[src/rtl/transizione_livello_arbitro.sv]
// rtl/transizione_livello_arbitro.sv - toggle-handshake receiver with round-robin grant
//
// Purpose: N_CANALI producers each announce an item by toggling rdy_in[i]. Pending
// channels are granted one at a time to a single consumer in round-robin order.
// Each accepted item is answered by toggling ack_out[i].
//
// Ports:
//   clock    in   1         posedge clock
//   reset    in   1         asynchronous, active-high
//   rdy_in   in   N_CANALI  producer ready lines (level-transition encoded)
//   beta     in   1         consumer accepts the granted channel (used only while valido)
//   ack_out  out  N_CANALI  producer ack lines (level-transition encoded, registered)
//   pronto   out  N_CANALI  channel pending: synchronised rdy XOR last acked level
//   valido   out  1         grant active (registered)
//   indice   out  IDX_W     granted channel, stable while valido (registered)
//   errore   out  1         sticky protocol error (second toggle before ack)

module transizione_livello_arbitro #(
  parameter int N_CANALI   = 4,
  parameter int SYNC_STADI = 1,
  parameter int IDX_W      = 2
) (
  input  logic                clock,
  input  logic                reset,
  input  logic [N_CANALI-1:0] rdy_in,
  input  logic                beta,
  output logic [N_CANALI-1:0] ack_out,
  output logic [N_CANALI-1:0] pronto,
  output logic                valido,
  output logic [IDX_W-1:0]    indice,
  output logic                errore
);

  typedef enum logic {IDLE, GRANT} stato_t;

  stato_t              stato, stato_next;
  logic [N_CANALI-1:0] s_d;       // value s will take at the next edge
  logic [N_CANALI-1:0] s_q;       // last synchroniser stage
  logic [N_CANALI-1:0] c_q;       // last acknowledged level per channel
  logic [IDX_W-1:0]    ptr;       // round-robin start point
  logic [IDX_W-1:0]    scelta;    // first pending channel from ptr onwards
  logic [IDX_W-1:0]    ptr_succ;  // (indice + 1) mod N_CANALI
  logic                ack_fire;
  int                  rr_sum;
  int                  succ_sum;

  // Synchroniser: SYNC_STADI registers in total, the last one being s_q.
  generate
    if (SYNC_STADI == 1) begin : g_no_pre
      assign s_d = rdy_in;
    end else begin : g_pre
      logic [N_CANALI-1:0] pre_q [SYNC_STADI-1];
      always_ff @(posedge clock or posedge reset) begin
        if (reset) begin
          for (int k = 0; k < SYNC_STADI - 1; k++) pre_q[k] <= '0;
        end else begin
          pre_q[0] <= rdy_in;
          for (int k = 1; k < SYNC_STADI - 1; k++) pre_q[k] <= pre_q[k-1];
        end
      end
      assign s_d = pre_q[SYNC_STADI-2];
    end
  endgenerate

  assign pronto  = s_q ^ c_q;
  assign ack_out = c_q;
  assign valido  = (stato == GRANT);

  // Round-robin pick: first pending channel scanning ptr, ptr+1, ... with wrap.
  always_comb begin
    scelta = '0;
    rr_sum = 0;
    for (int k = N_CANALI - 1; k >= 0; k--) begin
      // Scanning backwards lets the lowest offset win without a found flag.
      rr_sum = int'(ptr) + k;
      if (rr_sum >= N_CANALI) rr_sum = rr_sum - N_CANALI;
      if (pronto[IDX_W'(rr_sum)]) scelta = IDX_W'(rr_sum);
    end
  end

  always_comb begin
    succ_sum = int'(indice) + 1;
    if (succ_sum >= N_CANALI) succ_sum = 0;
    ptr_succ = IDX_W'(succ_sum);
  end

  always_ff @(posedge clock or posedge reset) begin
    if (reset) stato <= IDLE;
    else       stato <= stato_next;
  end

  always_comb begin
    stato_next = stato;
    ack_fire   = 1'b0;
    case (stato)
      IDLE: begin
        if (|pronto) stato_next = GRANT;
      end
      GRANT: begin
        // A producer that cancelled its request (double toggle) loses the grant
        // without an ack; the pointer stays so nobody is skipped.
        if (!pronto[indice]) begin
          stato_next = IDLE;
        end else if (beta) begin
          ack_fire   = 1'b1;
          stato_next = IDLE;
        end
      end
      default: stato_next = IDLE;
    endcase
  end

  always_ff @(posedge clock or posedge reset) begin
    if (reset) begin
      s_q    <= '0;
      c_q    <= '0;
      ptr    <= '0;
      indice <= '0;
      errore <= 1'b0;
    end else begin
      s_q <= s_d;
      if (stato == IDLE && |pronto) indice <= scelta;
      if (ack_fire) begin
        c_q[indice] <= ~c_q[indice];
        ptr         <= ptr_succ;
      end
      if (|((s_d ^ s_q) & pronto)) errore <= 1'b1;
    end
  end

endmodule
[config.mk]
export PLATFORM = sky130hd
export DESIGN_NAME = transizione_livello_arbitro
export DESIGN_NICKNAME = d
export VERILOG_FILES = /design/src/rtl/transizione_livello_arbitro.sv
export SDC_FILE = /design/constraint.sdc
export NUM_CORES = 1
export LEC_CHECK = 0
export CAP_MARGIN = 20
export CORE_MARGIN = 2
export CORE_UTILIZATION = 45
export CTS_CLUSTER_DIAMETER = 50
export DETAILED_ROUTE_END_ITERATION = 10
export PLACE_DENSITY = 0.78
export SLEW_MARGIN = 10
export SYNTH_ARGS = -nofsm -noshare
export SYNTH_HDL_FRONTEND = slang
export SYNTH_SLANG_ARGS = --single-unit
[constraint.sdc]
create_clock -name clock -period 2.35 [get_ports clock]
set_input_delay 0.47 -clock clock [delete_from_list [all_inputs] [get_ports clock]]
set_output_delay 0.47 -clock clock [all_outputs]
set_load 0.01 [all_outputs]
==> metrics.md <==
| Metric | Value |
|---|---|
| Synth Area in Adders | 7.70% |
| DRT iter0 DRCs | 12 |
| Slew margin rel. | 64.6% |
| Crit path launch type | register |
| Post-CTS setup buffers | 0 |
| Clk buf depth | 2 |
| Port-buffer cells | 18 |
| Largest net degree at the start of global routing | 15 |
| Post-synthesis mux area share | 12.3% |
| Commonest non-fill, non-tap cells in the layout | clkdlybuf4s50_1 (18), dfrtp_1 (14), inv_1 (8), nor3b_1 (7) |
| Initial antenna violation count | 0 |
| Flop pwr share | 32.5% |
| Internal cell power | 0.803 mW |
| Setup ws final | 209 ps |
| Final-stage net count | 114 |
| Clock power frac | 9.4% |
| 1st-pass router iterations | 4 |
| Setup-failing EPs final | 0 |
| Rows | 15 |
| Max rail drop VDD | 596 uV |
| Worst slew pin tran | 530 ps |
| Core footprint | 0.00171 mm^2 |
| #FFs+latches synth | 14 |
| Synth Area in XOR/XNOR | 4.31% |
| Setup TNS | 0 ps |
| Vias | 651 |
| Simple-gate share of the synthesized area | 16.0% |
| Final core utilization | 62.6% |
| Crit-path max FO | 6 |
| YS warnings | 0 |
| Register area share after synthesis | 43.1% |
| Final WL | 1.74 mm |
| Synthesis-to-layout area growth | 31.6% |
| CTS buffer count | 3 |
| DRC errors left | 0 |
| Via density | 5.21 |
| Comb pwr share | 58.0% |
| # clock sinks | 14 |
| Layout cell share with drive strength beyond 1 | 11.0% |
| Most common cell after layout, fill and taps aside | clkdlybuf4s50_1 |
| WL/cell | 13.9 um |
| DIE WIDTH | 46.5 um |
| Max Slew Vio Count | 0 |
| Sw Ratio | 41.7% |
| Number of diodes | 0 |
| Die height | 46.5 um |
| Syn nets | 90 |
| Clock Latency Late Sink | 270 ps |
| Final hold viol count | 0 |
| First-pass GRT wire length | 3.09 mm |
| Clock H-tree levels | 1 |
| Post-Syn Area | 812 um^2 |
| Global route total overflow | 0 |
| GRT Total Usage | 20.2% |
| Dpl hpwl | 1.36 mm |
| Die ar. | 0.00216 mm^2 |
| Gpl congestion | 0.953 |
| Status | complete, no violations |
| Antenna Nets Post-Route | 0 |
| Period minus WS final | 2140 ps |
| Reg clk slew, reported paths | 80 ps |
| Gate Count Post-Synth | 78 |
| Hold Crit Class | reg -> reg |
| Hold Slack | 522 ps |
| Worst setup EP type | primary output |
| Power per cell area | 1290 mW/mm^2 |
| Leak | 0.459 nW |
| Starting Density | 47.5% |
| Yosys cell types | 25 |
| Vias in the first global route | 702 |
| Data required time of the worst path | 1880 ps |
| Largest family of logic cells by synthesized area | simple AND/OR/NAND/NOR gates |
| Clock Tree Root | clkbuf_4 |
| Compound-gate portion of the synthesized area | 12.8% |
| NetSw | 0.574 mW |
| Number of max-cap violations | 0 |
| CTS tree | yes |
| Crit share post-route | 91.1% |
| Post-Place Setup Slack | 319 ps |
| Setup CP Type | reg -> out |
| Synthesized area per cell | 10.4 um^2 |
| Arrival time worst endpoint | 1670 ps |
| Max Clock Freq | 0.467 GHz |
| Boundary pin count | 19 |
| RSZ-0062 raised after global routing | false |
| Post-route clock skew | 4.35 ps |
-- state kept, by name, summed over array words and instances (netlist names) --
name     flops
ack_out      4
errore       1
indice       2
ptr          2
s_q          4
valido       1
-- final cells by class --
type                       instances  area [um^2]
fill                             149          639
multi-input combinational         56          447
sequential                        14          350
timing repair buffer              19          188
tap                               25         31.3
inverter                           8         30.0
clock buffer                       3         22.5
-- synth_stat cells --
cell	instances	area, um^2
ha_1	5	62.6
inv_1	8	30.0
nor2_1	5	18.8
nand2b_1	1	6.26
o22ai_1	1	6.26
dfrtp_1	14	350
mux2_1	4	45.0
a22o_1	1	8.76
a41o_2	1	11.3
nor2b_1	2	12.5
o41ai_1	1	8.76
nor3_1	1	5.00
nor3b_1	7	52.6
a211oi_1	1	7.51
o21ai_0	4	20.0
o31ai_1	1	7.51
nand4_1	1	6.26
a21oi_1	5	25.0
o221ai_1	1	8.76
mux2i_1	1	10.0
mux2_2	2	22.5
xnor2_1	4	35.0
and3b_2	1	10.0
mux4_2	1	22.5
nand2_1	5	18.8
-- kinds of logic after synthesis --
| logic type | Yosys count |
|---|---|
| flops | 14 |
| fa+ha+maj | 5 |
| xor+xnor | 4 |
| mux | 8 |
| simple gates | 23 |
| buf+inv | 8 |
| compound gates | 16 |
-- worst max-delay path, stage by stage, from the launching register on --
cell and delay [ps]:
dfrtp_1 440, xnor2_1 370, inv_1 100, clkdlybuf4s50_1 490
-- power by group through the flow --
stage                     Combinational (mW)  Sequential (mW)  Clock (mW)
after floorplan                        0.432            0.459           0
after global placement                 0.767            0.439           0
after detailed placement               0.784            0.446           0
after CTS                              0.790            0.442       0.136
after global routing                   0.881            0.468       0.152
final                                  0.799            0.448       0.130
-- timing repair --
action | 4_1_cts | 5_1_grt
setup endpoints to repair | 0 | 2
hold buffers | 0 | 0
gates resized for setup | 0 | 2
-- per-layer routing --
layer	up-vias	part of all wire [%]	track usage (%)
li1	327	-	-
met1	301	46	26.0
met2	21	49	33.6
met3	2	5.3	2.75
met4	0	0.23	8.57
met5	-	0	0
-- per-stage QoR --
stage	power, mW	area [um^2]	std cells
after floorplan	0.890	812	78
after global placement	1.21	1030	122
after detailed placement	1.23	1030	122
after CTS	1.37	1050	125
after global routing	1.50	1070	125
final	1.38	1070	125
-- final timing paths --
kind / startpoint / end / slack (ps) / depth (start not counted)
worst min register to register: errore$_DFFE_PP0P_ / errore$_DFFE_PP0P_ / 520 / 2
worst max register to register: ack_out[1]$_DFFE_PP0P_ / ack_out[3]$_DFFE_PP0P_ / 320 / 4
max in group asynchronous: reset / indice[0]$_DFFE_PP0P_ / 1460 / 2
worst min-delay path: errore$_DFFE_PP0P_ / errore$_DFFE_PP0P_ / 520 / 2
worst max-delay path: ack_out[2]$_DFFE_PP0P_ / pronto[2] / 210 / 3
min in group asynchronous: reset / valido$_DFF_PP0_ / 530 / 2
Note: power is estimated with default switching activity, not from simulation.
==> variant 1, RTL diff (same flow settings) <==
Change the parameter `IDX_W` from 2 to 3.
--- a/src/rtl/transizione_livello_arbitro.sv
+++ b/src/rtl/transizione_livello_arbitro.sv
@@ -18,7 +18,7 @@
 module transizione_livello_arbitro #(
   parameter int N_CANALI   = 4,
   parameter int SYNC_STADI = 1,
-  parameter int IDX_W      = 2
+  parameter int IDX_W      = 3
 ) (
   input  logic                clock,
   input  logic                reset,
Interface: changed (resized indice); port bits go from 19 to 20. The function was not compared with the original's and may differ.
==> variant 1 against the unedited design <==
- fmax decreased by 1.7%
- worst setup slack worse by 0.038 ns
- synthesized cell count increased by 46%
- design area up 33%
- wire length grew 51%
- sequential cell count grew 2
- cell count up 34%
- critical path depth unchanged
- power grew 42%
- synthesized area up 42%
- highest routed layer unchanged
==> variant 1: results (changes against the unedited design) <==
[placed_design]
buffer_ports.inserted=19  ; was 18
place_area_um2=1398  ; was 1031 um2
place.gp.congestion=0.9078  ; was 0.9531
placedCellCount=164  ; was 122
hpwl_mm=2.008  ; was 1.364 mm

[setup_path]
r2r.worst_path.cells=5  ; was 4
r2r-end=indice[0]$_DFFE_PP0P_  ; was ack_out[3]$_DFFE_PP0P_
critical_path.max_stage_delay_ns=0.50
r2r_slack_ns=0.20  ; was 0.32 ns
rr_startpoint=ack_out[2]$_DFFE_PP0P_  ; was ack_out[1]$_DFFE_PP0P_
timing.critical_path.fanout_max=8  ; was 6
crit_family=buffers and inverters  ; unchanged
worst_ep_arrival_time_ns=1.71  ; was 1.67 ns

[clock_tree]
cts_root_buffer=clkbuf_4  ; unchanged
post-cts-setup-buffer-count=0  ; unchanged
tritoncts.num_buffers=3  ; unchanged
worstSkewPairLatency_ns=0.28

[worst_hold_path]
worstHoldEndpoint=errore$_DFFE_PP0P_  ; unchanged
worst_hold_path_type=reg -> reg  ; unchanged

[layout]
fillCellCount=229  ; was 149
final_nets=153  ; was 114
final-instance-count-excl-fill=167  ; was 125
drive_gt1_share_pct=16.79  ; was 11.00%

[synthesis]
synthesis.area_per_instance_um2=10.10  ; was 10.41 um2
post_synth_main_area_contributors=dfrtp_1 (35%), ha_1 (7.6%), mux4_1 (6.8%)  ; was dfrtp_1 (43%), ha_1 (7.7%), nor3b_1 (6.5%)
synth_commonest_cells=dfrtp_1 (16), o21ai_0 (8), ha_1 (7), nand2_1 (7)  ; was dfrtp_1 (14), inv_1 (8), nor3b_1 (7)
sequential_element_share_of_the_synthesized_area_pct=34.78  ; was 43.14%
yosysUniqueCellTypes=33  ; was 25
post_synth_net_total=128  ; was 90

[global_route]
grt_usage_pct=20.36  ; was 20.24%
grt_start_max_net_pins=17  ; was 15
antenna_violations_before_repair=0  ; unchanged
number_of_global_route_vias_before_repair=948  ; was 702
first_pass_grt_wire_length_mm=4.236  ; was 3.091 mm

[sta]
timing.max_slew.rel_slack_pct=59.36  ; was 64.63%
final.setup_skew_ns=0.004116  ; was 0.004354 ns

[routing]
drt_iter0_drc=17  ; was 12
routed_wirelength_mm=2.622  ; was 1.741 mm
vias_per_cell=5.916  ; was 5.208

[power]
max-vdd-ir-drop_v=0.0007658  ; was 0.0005958 V
power.static_leakage_nw=0.5920  ; was 0.4591 nW

[outcome]
result_of_the_run=completed  ; unchanged

## variant 1: routing by layer
| layer | track usage, % | share of wire (%) | vias to the layer above | wire length [um] |
|---|---|---|---|---|
| li1 | - | - | 467 | - |
| met4 | 7.500 | 0.72 | 0 | 19 |
| met1 | 25.30 | 44 | 483 | 1154 |
| met3 | 4.098 | 4.2 | 2 | 111 |
| met2 | 34.74 | 51 | 36 | 1338 |
| met5 | 0 | 0 | - | 0 |
## variant 1: cells by family after synthesis
kind of cell / synth area share [%]
muxes: 18.26
buffers and inverters: 4.564
adders and majority gates: 7.608
DFF: 34.78
AOI/OAI and AO/OA: 11.41
and+or+nand+nor: 18.37
xor gates and xnor gates: 5.000
## variant 1: final cells by class
cell class	count	area (um2)	area share, %
well taps	30	37.54	2.643
inverters	11	41.29	2.907
flip-flops and latches	16	400.4	28.19
clock buffers	3	22.52	1.586
multi-input cells	84	698.2	49.16
repair buffers	23	220.2	15.51
## variant 1: report_power, final
group	internal [W]	total, W	switching, W	leakage (nW)
Sequential	0.000361	0.000478	0.000117	0.193
Clock	0.0000594	0.000139	0.0000793	0.0138
Combinational	0.000659	0.00133	0.000675	0.385
## variant 1: worst max path at each step
stage / start / end / cells past startpoint
finish: ack_out[2]$_DFFE_PP0P_ / pronto[2] / 3
global route: ack_out[2]$_DFFE_PP0P_ / pronto[2] / 3
CTS: ack_out[1]$_DFFE_PP0P_ / pronto[1] / 3
detailed placement: ack_out[2]$_DFFE_PP0P_ / indice[0]$_DFFE_PP0P_ / 5
global placement: ack_out[2]$_DFFE_PP0P_ / indice[0]$_DFFE_PP0P_ / 5
floorplan: ack_out[0]$_DFFE_PP0P_ / indice[0]$_DFFE_PP0P_ / 5
## variant 1: per-stage QoR
step                utilization [%]  power [W]  hold slack [ns]  worst slack (ns)
global route                  57.85   0.002113           0.5756           0.04372
global placement              56.93   0.001756           0.4999            0.3297
CTS                           57.85   0.001958           0.5513            0.1638
floorplan                         -   0.001344           0.3837            0.3316
finish                        57.85   0.001951           0.5446            0.1706
detailed placement            56.93   0.001803           0.5182            0.2280
## variant 1: tightest hold or removal path, cell delays in order, from the launching register on
cell	delay, ns
dfrtp_1	0.37
nor3_1	0.07
nand4_1	0.08
==> variant 2, RTL diff (same flow settings) <==
Without the edit above. Put one more register stage on the output `errore`. The value now appears one clock later. The other outputs are not delayed to match.
--- a/src/rtl/transizione_livello_arbitro.sv
+++ b/src/rtl/transizione_livello_arbitro.sv
@@ -32,6 +32,8 @@
 );
 
   typedef enum logic {IDLE, GRANT} stato_t;
+
+  logic errore_s0;
 
   stato_t              stato, stato_next;
   logic [N_CANALI-1:0] s_d;       // value s will take at the next edge
@@ -116,7 +118,7 @@
       c_q    <= '0;
       ptr    <= '0;
       indice <= '0;
-      errore <= 1'b0;
+      errore_s0 <= 1'b0;
     end else begin
       s_q <= s_d;
       if (stato == IDLE && |pronto) indice <= scelta;
@@ -124,8 +126,12 @@
         c_q[indice] <= ~c_q[indice];
         ptr         <= ptr_succ;
       end
-      if (|((s_d ^ s_q) & pronto)) errore <= 1'b1;
+      if (|((s_d ^ s_q) & pronto)) errore_s0 <= 1'b1;
     end
   end
 
+  always_ff @(posedge clock) begin
+    errore <= errore_s0;
+  end
+
 endmodule
Formal check against the unedited RTL: not equivalent (a bounded check fails within 4 cycles, from zero or initial values and one cycle with reset high).
==> variant 2 against the unedited design <==
- via count up 2.3%
- power up 3.0%
- worst setup slack worse by 0.0089 ns
- sequential cell count up 1
- wire length down 0.69%
- design area up 3.0%
- synthesized area up 6.6%
- cell count up 1.6%
- sequential share of layout area up 0.85 points
- global-route usage down 2.6 points
==> variant 2: results (changes against the unedited design) <==
[synthesis]
post_synth_main_area_contributors=dfrtp_1 (40%), ha_1 (7.2%), mux2_1 (5.2%)  ; was dfrtp_1 (43%), ha_1 (7.7%), nor3b_1 (6.5%)
yosysUniqueCellTypes=32  ; was 25
synthesis.area_per_instance_um2=10.69  ; was 10.41 um2
synth-compound-area-share_pct=9.249  ; was 12.79%
synth-xor-area-share_pct=6.647  ; was 4.314%
synth_commonest_cells=dfrtp_1 (14), nor2_1 (10), nand2_1 (8)  ; was dfrtp_1 (14), inv_1 (8), nor3b_1 (7)
post_synth_mux_area_share_pct=13.73  ; was 12.33%
synth_fa_ha_area_share_pct=7.225  ; was 7.704%
synth-async-reset-ratio_pct=93.33  ; was 100.0%
post_synth_net_total=93  ; was 90
sequential_element_share_of_the_synthesized_area_pct=42.77  ; was 43.14%

[worst_hold_path]
hold-path-cell-count=0  ; was 2

[outcome]
result_of_the_run=completed  ; unchanged

[layout]
seqAreaFraction_pct=33.64  ; was 32.79%
non_clock_buffer_count=18  ; was 19
sequential_cell_area_um2=370.4  ; was 350.3 um2
drive_gt1_share_pct=14.71  ; was 11.00%
non_clock_inverter_count=5  ; was 8
clk_share_pct=2.500  ; was 2.108%
fillCellCount=156  ; was 149
clkbuf_count=3  ; unchanged
final_nets=115  ; was 114
nonClkBufAreaFrac_pct=16.36  ; was 17.56%

[routing]
vias_per_cell=5.244  ; was 5.208
detailroute.via_count=666  ; was 651
drt_iter0_drc=11  ; was 12
routed_wirelength_mm=1.729  ; was 1.741 mm

[sta]
worst_pin_slew_ns=0.5489  ; was 0.5300 ns
final.setup_skew_ns=0.004963  ; was 0.004354 ns

[placed_design]
place_area_um2=1066  ; was 1031 um2
hpwl_mm=1.274  ; was 1.364 mm

[clock_tree]
clk_pin_slew_ns=0.09
cts.sink_count=15  ; was 14

[global_route]
first_pass_grt_wire_length_mm=2.732  ; was 3.091 mm
number_of_global_route_vias_before_repair=618  ; was 702
grt_usage_pct=17.66  ; was 20.24%

[setup_path]
timing.critical_path.fanout_max=7  ; was 6
r2r.worst_path.cells=6  ; was 4

[power]
max-vdd-ir-drop_v=0.0006037  ; was 0.0005958 V

variant 2: cell types whose count changed after synthesis, sizes merged, moves of 2 or more:
cell   delta
inv       -3
nand2     +3
nor2      +5
nor3b     -4
xnor2     -2
xor2      +2
variant 2: report_power, final:
part | total [W] | switching (W) | leakage, nW | internal [W]
Sequential | 0.000498 | 0.000157 | 0.171 | 0.000341
Clock | 0.000145 | 0.0000815 | 0.0177 | 0.0000630
Combinational | 0.000776 | 0.000345 | 0.278 | 0.000431
Total | 0.00142 | 0.000584 | 0.468 | 0.000834
variant 2: routing by layer:
| layer | global-route usage [%] | vias to the layer above | share of wire (%) |
|---|---|---|---|
| met1 | 23.15 | 313 | 47 |
| met2 | 28.80 | 24 | 47 |
| met4 | 6.486 | 0 | 0.69 |
| met3 | 3.396 | 2 | 5.2 |
| li1 | - | 327 | - |
| met5 | 0 | - | 0 |
